**src/rtl/fp_mul_pkg.sv**
```systemverilog
// Shared types and constants for the single-precision multiply sequencer.
package fp_mul_pkg;

    localparam int BIAS    = 127;
    localparam int EXP_MAX = 255;
    localparam int FRAC_W  = 23;
    localparam int EXP_W   = 8;
    localparam int MANT_W  = 24;

    typedef logic signed [EXP_W+1:0] exp_s_t;

    typedef logic [2:0] state_t;
    localparam state_t S_IDLE = 3'd0;
    localparam state_t S_EXP  = 3'd1;
    localparam state_t S_MUL  = 3'd2;
    localparam state_t S_NORM = 3'd3;
    localparam state_t S_DONE = 3'd4;

endpackage

```
**src/rtl/fp_mul_if.sv**
```systemverilog
// Operand-in / result-out handshake bundle for fp_mul_ctrl.
interface fp_mul_if;

    logic        in_valid;
    logic        in_ready;
    logic [31:0] a;
    logic [31:0] b;
    logic        out_valid;
    logic        out_ready;
    logic [31:0] result;
    logic        overflow;
    logic        underflow;

    modport master (
        output in_valid, a, b, out_ready,
        input  in_ready, out_valid, result, overflow, underflow
    );

    modport slave (
        input  in_valid, a, b, out_ready,
        output in_ready, out_valid, result, overflow, underflow
    );

endinterface

```
**src/rtl/fp_mant_shift_add.sv**
```systemverilog
// Iterative shift-add mantissa multiplier: one multiplier bit per step.
module fp_mant_shift_add
    import fp_mul_pkg::*;
(
    input  logic                  clk,
    input  logic                  rst_n,
    input  logic                  load_i,
    input  logic                  step_i,
    input  logic [MANT_W-1:0]     mcand_i,
    input  logic [MANT_W-1:0]     mplier_i,
    output logic [2*MANT_W-1:0]   prod_o
);

    logic [2*MANT_W-1:0] acc_q, acc_d;
    logic [MANT_W-1:0]   mcand_q, mcand_d;
    logic [MANT_W-1:0]   mplier_q, mplier_d;
    logic [MANT_W:0]     add;

    // Carry out of the upper-half add becomes the new MSB after the shift.
    assign add = {1'b0, acc_q[2*MANT_W-1:MANT_W]}
               + (mplier_q[0] ? {1'b0, mcand_q} : '0);

    always_comb begin
        acc_d    = acc_q;
        mcand_d  = mcand_q;
        mplier_d = mplier_q;
        if (load_i) begin
            acc_d    = '0;
            mcand_d  = mcand_i;
            mplier_d = mplier_i;
        end else if (step_i) begin
            acc_d    = {add, acc_q[MANT_W-1:1]};
            mplier_d = mplier_q >> 1;
        end
    end

    always_ff @(posedge clk or negedge rst_n) begin
        if (!rst_n) begin
            acc_q    <= '0;
            mcand_q  <= '0;
            mplier_q <= '0;
        end else begin
            acc_q    <= acc_d;
            mcand_q  <= mcand_d;
            mplier_q <= mplier_d;
        end
    end

    assign prod_o = acc_q;

endmodule

```
**src/rtl/fp_mul_ctrl.sv**
```systemverilog
// IEEE-754 single-precision multiply sequencer: EXP, 24-step MUL, NORM, DONE.
module fp_mul_ctrl
    import fp_mul_pkg::*;
#(
    parameter int BIAS   = fp_mul_pkg::BIAS,
    parameter int MANT_W = fp_mul_pkg::MANT_W
) (
    input  logic     clk,
    input  logic     rst_n,
    fp_mul_if.slave  bus
);

    localparam exp_s_t     BIAS_S    = exp_s_t'(BIAS);
    localparam exp_s_t     EXP_MAX_S = exp_s_t'(EXP_MAX);
    localparam logic [4:0] CNT_LAST  = 5'(MANT_W - 1);

    state_t           state_q, state_d;
    logic [4:0]       cnt_q, cnt_d;
    logic             sign_q, sign_d;
    logic             zero_q, zero_d;
    logic [EXP_W-1:0] ea_q, ea_d;
    logic [EXP_W-1:0] eb_q, eb_d;
    exp_s_t           exp_q, exp_d;
    logic [31:0]      res_q, res_d;
    logic             ovf_q, ovf_d;
    logic             udf_q, udf_d;
    logic             ovalid_q, ovalid_d;

    logic                 load, step;
    logic                 a_zero, b_zero;
    logic [23:0]          ma, mb;
    logic [47:0]          prod;
    exp_s_t               exp_n;
    logic [FRAC_W-1:0]    frac_n;
    logic [22:0]          prod_unused;

    assign a_zero = (bus.a[30:23] == '0);
    assign b_zero = (bus.b[30:23] == '0);
    assign ma     = a_zero ? '0 : {1'b1, bus.a[22:0]};
    assign mb     = b_zero ? '0 : {1'b1, bus.b[22:0]};

    fp_mant_shift_add u_mant (
        .clk      (clk),
        .rst_n    (rst_n),
        .load_i   (load),
        .step_i   (step),
        .mcand_i  (ma),
        .mplier_i (mb),
        .prod_o   (prod)
    );

    // Product lies in [1,4): bit 47 set means one extra exponent step.
    assign exp_n       = prod[47] ? exp_q + exp_s_t'(1) : exp_q;
    assign frac_n      = prod[47] ? prod[46:24] : prod[45:23];
    assign prod_unused = prod[22:0];

    always_comb begin
        state_d  = state_q;
        cnt_d    = cnt_q;
        sign_d   = sign_q;
        zero_d   = zero_q;
        ea_d     = ea_q;
        eb_d     = eb_q;
        exp_d    = exp_q;
        res_d    = res_q;
        ovf_d    = ovf_q;
        udf_d    = udf_q;
        ovalid_d = ovalid_q;
        load     = 1'b0;
        step     = 1'b0;
        unique case (state_q)
            S_IDLE: begin
                if (bus.in_valid) begin
                    load    = 1'b1;
                    sign_d  = bus.a[31] ^ bus.b[31];
                    zero_d  = a_zero | b_zero;
                    ea_d    = bus.a[30:23];
                    eb_d    = bus.b[30:23];
                    cnt_d   = '0;
                    state_d = S_EXP;
                end
            end
            S_EXP: begin
                exp_d   = exp_s_t'({2'b00, ea_q})
                        + exp_s_t'({2'b00, eb_q}) - BIAS_S;
                state_d = S_MUL;
            end
            S_MUL: begin
                step  = 1'b1;
                cnt_d = cnt_q + 5'd1;
                if (cnt_q == CNT_LAST) begin
                    cnt_d   = '0;
                    state_d = S_NORM;
                end
            end
            S_NORM: begin
                ovf_d = 1'b0;
                udf_d = 1'b0;
                if (zero_q) begin
                    res_d = {sign_q, 31'b0};
                end else if (exp_n >= EXP_MAX_S) begin
                    res_d = {sign_q, 8'hFF, 23'b0};
                    ovf_d = 1'b1;
                end else if (exp_n[9] || exp_n == '0) begin
                    res_d = {sign_q, 31'b0};
                    udf_d = 1'b1;
                end else begin
                    res_d = {sign_q, exp_n[7:0], frac_n};
                end
                ovalid_d = 1'b1;
                state_d  = S_DONE;
            end
            S_DONE: begin
                if (bus.out_ready) begin
                    ovalid_d = 1'b0;
                    res_d    = '0;
                    ovf_d    = 1'b0;
                    udf_d    = 1'b0;
                    state_d  = S_IDLE;
                end
            end
            default: state_d = S_IDLE;
        endcase
    end

    always_ff @(posedge clk or negedge rst_n) begin
        if (!rst_n) begin
            state_q  <= S_IDLE;
            cnt_q    <= '0;
            sign_q   <= 1'b0;
            zero_q   <= 1'b0;
            ea_q     <= '0;
            eb_q     <= '0;
            exp_q    <= '0;
            res_q    <= '0;
            ovf_q    <= 1'b0;
            udf_q    <= 1'b0;
            ovalid_q <= 1'b0;
        end else begin
            state_q  <= state_d;
            cnt_q    <= cnt_d;
            sign_q   <= sign_d;
            zero_q   <= zero_d;
            ea_q     <= ea_d;
            eb_q     <= eb_d;
            exp_q    <= exp_d;
            res_q    <= res_d;
            ovf_q    <= ovf_d;
            udf_q    <= udf_d;
            ovalid_q <= ovalid_d;
        end
    end

    assign bus.in_ready  = (state_q == S_IDLE);
    assign bus.out_valid = ovalid_q;
    assign bus.result    = res_q;
    assign bus.overflow  = ovf_q;
    assign bus.underflow = udf_q;

endmodule

```
**src/flat_wrapper.sv**
```systemverilog
// flat-port wrapper written by rule: the top's interface ports become plain ports
module fp_mul_ctrl_flat import fp_mul_pkg::*;
#(
    parameter int BIAS   = fp_mul_pkg::BIAS,
    parameter int MANT_W = fp_mul_pkg::MANT_W
)
  (clk, rst_n, bus_in_valid, bus_a, bus_b, bus_out_ready, bus_in_ready, bus_out_valid, bus_result, bus_overflow, bus_underflow);
  fp_mul_if bus_i ();
  input  logic clk;
  input  logic rst_n;
  input wire logic [$bits(bus_i.in_valid)-1:0] bus_in_valid;
  input wire logic [$bits(bus_i.a)-1:0] bus_a;
  input wire logic [$bits(bus_i.b)-1:0] bus_b;
  input wire logic [$bits(bus_i.out_ready)-1:0] bus_out_ready;
  output wire logic [$bits(bus_i.in_ready)-1:0] bus_in_ready;
  output wire logic [$bits(bus_i.out_valid)-1:0] bus_out_valid;
  output wire logic [$bits(bus_i.result)-1:0] bus_result;
  output wire logic [$bits(bus_i.overflow)-1:0] bus_overflow;
  output wire logic [$bits(bus_i.underflow)-1:0] bus_underflow;
  assign bus_i.in_valid = bus_in_valid;
  assign bus_i.a = bus_a;
  assign bus_i.b = bus_b;
  assign bus_i.out_ready = bus_out_ready;
  assign bus_in_ready = bus_i.in_ready;
  assign bus_out_valid = bus_i.out_valid;
  assign bus_result = bus_i.result;
  assign bus_overflow = bus_i.overflow;
  assign bus_underflow = bus_i.underflow;
  fp_mul_ctrl #(.BIAS(BIAS), .MANT_W(MANT_W)) u_core (.clk(clk), .rst_n(rst_n), .bus(bus_i));
endmodule
```
**config.mk**
```make
export PLATFORM = sky130hd
export DESIGN_NAME = fp_mul_ctrl_flat
export DESIGN_NICKNAME = d
export VERILOG_FILES = /design/src/rtl/fp_mul_pkg.sv /design/src/rtl/fp_mul_if.sv /design/src/rtl/fp_mant_shift_add.sv /design/src/rtl/fp_mul_ctrl.sv /design/src/flat_wrapper.sv
export SDC_FILE = /design/constraint.sdc
export NUM_CORES = 1
export LEC_CHECK = 0
export CAP_MARGIN = 20
export CORE_MARGIN = 2
export CORE_UTILIZATION = 55
export DETAILED_ROUTE_END_ITERATION = 7
export GPL_ROUTABILITY_DRIVEN = 0
export PLACE_DENSITY = 0.8
export SYNTH_ARGS = -nofsm -noshare
export SYNTH_HDL_FRONTEND = slang
export SYNTH_SLANG_ARGS = --single-unit
```
**constraint.sdc**
```tcl
create_clock -name clk -period 4.05 [get_ports clk]
set_input_delay 0.405 -clock clk [delete_from_list [all_inputs] [get_ports clk]]
set_output_delay 0.405 -clock clk [all_outputs]
set_load 0.01 [all_outputs]
```
==> results.json <==
{
  "outcome": "finished clean",
  "die_y_um": 124.3,
  "setup_viol": 0,
  "postSynthAreaPerCell_um2": 9.225,
  "reg2reg_from": "u_core.u_mant.mplier_q[0]",
  "grt_antenna_before_repair": 0,
  "track_usage_pct": 24.70,
  "cts_htree_levels": 4,
  "worstPathArrival_ns": 3.53,
  "async_flop_share_pct": 100.0,
  "slew_viol_final": 0,
  "worst_ep_required_time_ns": 4.36,
  "yosysSeqAreaShare_pct": 45.26,
  "antenna_left": 0,
  "synth_cell_types": 68,
  "diodes": 0,
  "grt_overflow": 0,
  "r2r_slack_ns": 0.83,
  "cts_tree": "done",
  "synth_ff_type": "dfrtp_1",
  "seq_power_share_pct": 33.0,
  "pwr-share-comb_pct": 48.0,
  "syn_to_final_growth_pct": 21.33,
  "intPower_mw": 4.737,
  "syn_area_um2": 7961,
  "portBuffers": 103,
  "syn_inst": 863,
  "worst_pin_slew_ns": 0.8439,
  "clock_latency_ns": 0.43,
  "grt_pass1_vias": 6303,
  "leakage_nw": 4.424,
  "nets": 1047,
  "cts_buffer_depth": 2,
  "clock.fmax_ghz": 0.3110,
  "power_mw": 7.958,
  "rr_endpoint": "u_core.u_mant.prod_o[45]",
  "hold_viol": 0,
  "fin_setup_tns_ns": 0,
  "core_area_um2": 13990,
  "period_share_pct": 79.40,
  "ys_seq_elements": 144,
  "cts_hold_buf": 0,
  "worst_clock_skew_ns": 0.007951,
  "fill_cells": 1124,
  "ff2ff_path_depth": 10,
  "seqCellArea_um2": 3603,
  "grt_pass1_wl_mm": 31.32,
  "hp-class": "input pin to asynchronous set/reset pin",
  "core.rowCount": 43,
  "clk_transition_reported_paths_ns": 0.06,
  "clockPowerShare_pct": 19.1,
  "drt_iter0_markers": 523,
  "dpl_cell_area_um2": 9085,
  "powerDensity_nw_per_um2": 823.9,
  "cts_root_buf": "clkbuf_16",
  "cp-end-kind": "flip-flop",
  "p_sw_mw": 3.221,
  "wl_per_cell_um": 16.32,
  "drive_above_1_share_pct": 6.178,
  "postLayoutCoreUtil_pct": 69.05,
  "slew_headroom_pct": 43.73,
  "path_class": "flip-flop to flip-flop",
  "dpl.hpwl_mm": 12.43,
  "netSwitchingFraction_pct": 40.47,
  "ir_drop_mv": 0.4442,
  "rsz0062_at_grt": "false",
  "cts.sinks": 144,
  "num_vias": 6689,
  "critPathLaunchType": "flip-flop",
  "drc": 0,
  "cts_resized": 0,
  "ys_warn_count": 0,
  "layout_min_cycle_time_ns": 3.216,
  "multi_input_area_um2": 4089,
  "routed_wirelength_mm": 18.53,
  "cts_buffers": 17,
  "critPathMaxFanout": 25,
  "dr.pass1.iters": 5,
  "synth-edff-count": 0,
  "start_util_pct": 56.91,
  "post_cts_buffers": 0,
  "syn-num-nets": 968,
  "finalInstanceArea_um2": 9659,
  "top_level_ports": 104,
  "vias_per_cell": 5.893,
  "grt_max_degree": 92,
  "max_cap_viol_count": 0,
  "die-area_um2": 15450,
  "die_x_um": 124.3
}
[layout make-up]
cell class	instances	share of cell area, %
well taps	180	2.332
inverters	14	0.5440
clock buffers	28	5.453
clock inverters	4	0.4922
repair buffers	114	11.54
flip-flops and latches	144	37.31
multi-input cells	651	42.33
[metrics by stage]
stage               instances  setup slack (ns)  hold slack, ns
CTS                      1135            0.8341         0.08995
global placement         1103            0.9622          0.4525
floorplan                 863             1.251          0.1094
global route             1135            0.6308          0.1231
detailed placement       1103            0.8704          0.4584
finish                   1135            0.8341         0.04648
[how the worst max path moves through the flow]
| stage | endpoint | startpoint | cells past startpoint | slack (ns) |
|---|---|---|---|---|
| finish | u_core.u_mant.prod_o[45] | u_core.u_mant.mplier_q[0] | 10 | 0.83 |
| global route | u_core.u_mant.prod_o[45] | u_core.u_mant.mplier_q[0] | 10 | 0.63 |
| CTS | u_core.u_mant.prod_o[45] | u_core.u_mant.mplier_q[0] | 10 | 0.83 |
| detailed placement | u_core.u_mant.prod_o[45] | u_core.u_mant.mplier_q[0] | 10 | 0.87 |
| global placement | u_core.u_mant.prod_o[45] | u_core.u_mant.mplier_q[0] | 10 | 0.96 |
| floorplan | u_core.u_mant.prod_o[45] | u_core.u_mant.mplier_q[0] | 11 | 1.25 |
[critical path, cell delays in order (launching register included)]
cell and delay [ns]:
dfrtp_1 0.66, and2_1 0.28, ha_1 0.21, fa_1 0.41
a21o_1 0.19, a21oi_2 0.19, o21a_1 0.18, o31ai_2 0.14
o2111a_1 0.27, or3_1 0.31, a31o_2 0.25
[cells in the final DEF, fill, tap and decap left out, types with 19 or more instances in the layout]
master,instances
a22o_1,26
nand2_1,169
clkdlybuf4s50_1,102
o21ai_0,58
mux2i_1,26
nor2_1,33
and2_1,29
dfrtp_1,144
xnor2_1,19
a21oi_1,54
a31oi_1,25
ha_1,35
[state kept, by name, summed over array words and instances (netlist names)]
register                cells
u_core.state_q              3
u_core.u_mant.mcand_q      24
u_core.bus.overflow         1
u_core.sign_q               1
u_core.u_mant.mplier_q     24
u_core.u_mant.prod_o       25
u_core.eb_q                 8
u_core.exp_q               10
u_core.ea_q                 8
u_core.bus.out_valid        1
u_core.cnt_q                5
u_core.zero_q               1
u_core.bus.result          32
u_core.bus.underflow        1
[metal layers]
layer,vias to the layer above,track usage [%],wire [µm]
li1,3238,-,-
met4,0,8.394,326
met3,28,4.167,776
met5,-,0,0
met1,3250,34.54,8583
met2,173,39.34,8839
[cell usage after synthesis, drive strengths merged (14+ instances only)]
cell type / instances / area [µm²]
nor2: 34 / 130.1
clkbuf: 40 / 152.6
and2: 31 / 196.4
a22o: 26 / 227.7
inv: 14 / 52.55
mux2i: 26 / 260.3
a31oi: 26 / 162.7
a21oi: 56 / 287.8
dfrtp: 144 / 3603
xor2: 18 / 157.7
o21ai: 63 / 319.1
nand4: 17 / 106.4
ha: 35 / 437.9
xnor2: 19 / 166.4
buf: 14 / 80.07
nand2: 171 / 641.9
nand3: 18 / 102.6
[cells by family (layout without fill, tap and decap cells)]
group	Yosys count	after routing	share of synthesized area, %
XOR/XNOR	37	37	4.070
AND/OR/NAND/NOR	313	313	18.25
multiplexers	27	27	3.410
AO/OA/AOI/OAI	237	237	19.43
buffers and inverters	68	160	3.583
flip-flops	144	144	45.26
adder cells (fa/ha/maj)	37	37	6.003
[power groups by stage]
stage                     logic [mW]  registers [mW]  clock network, mW
final                           3.82            2.62               1.52
after global placement          3.68            2.62                  0
after global routing            4.27            2.71               1.60
after floorplan                 2.77            2.51                  0
after CTS                       3.82            2.62               1.53
after detailed placement        3.78            2.63                  0
Note: power is estimated with default switching activity, not from simulation.
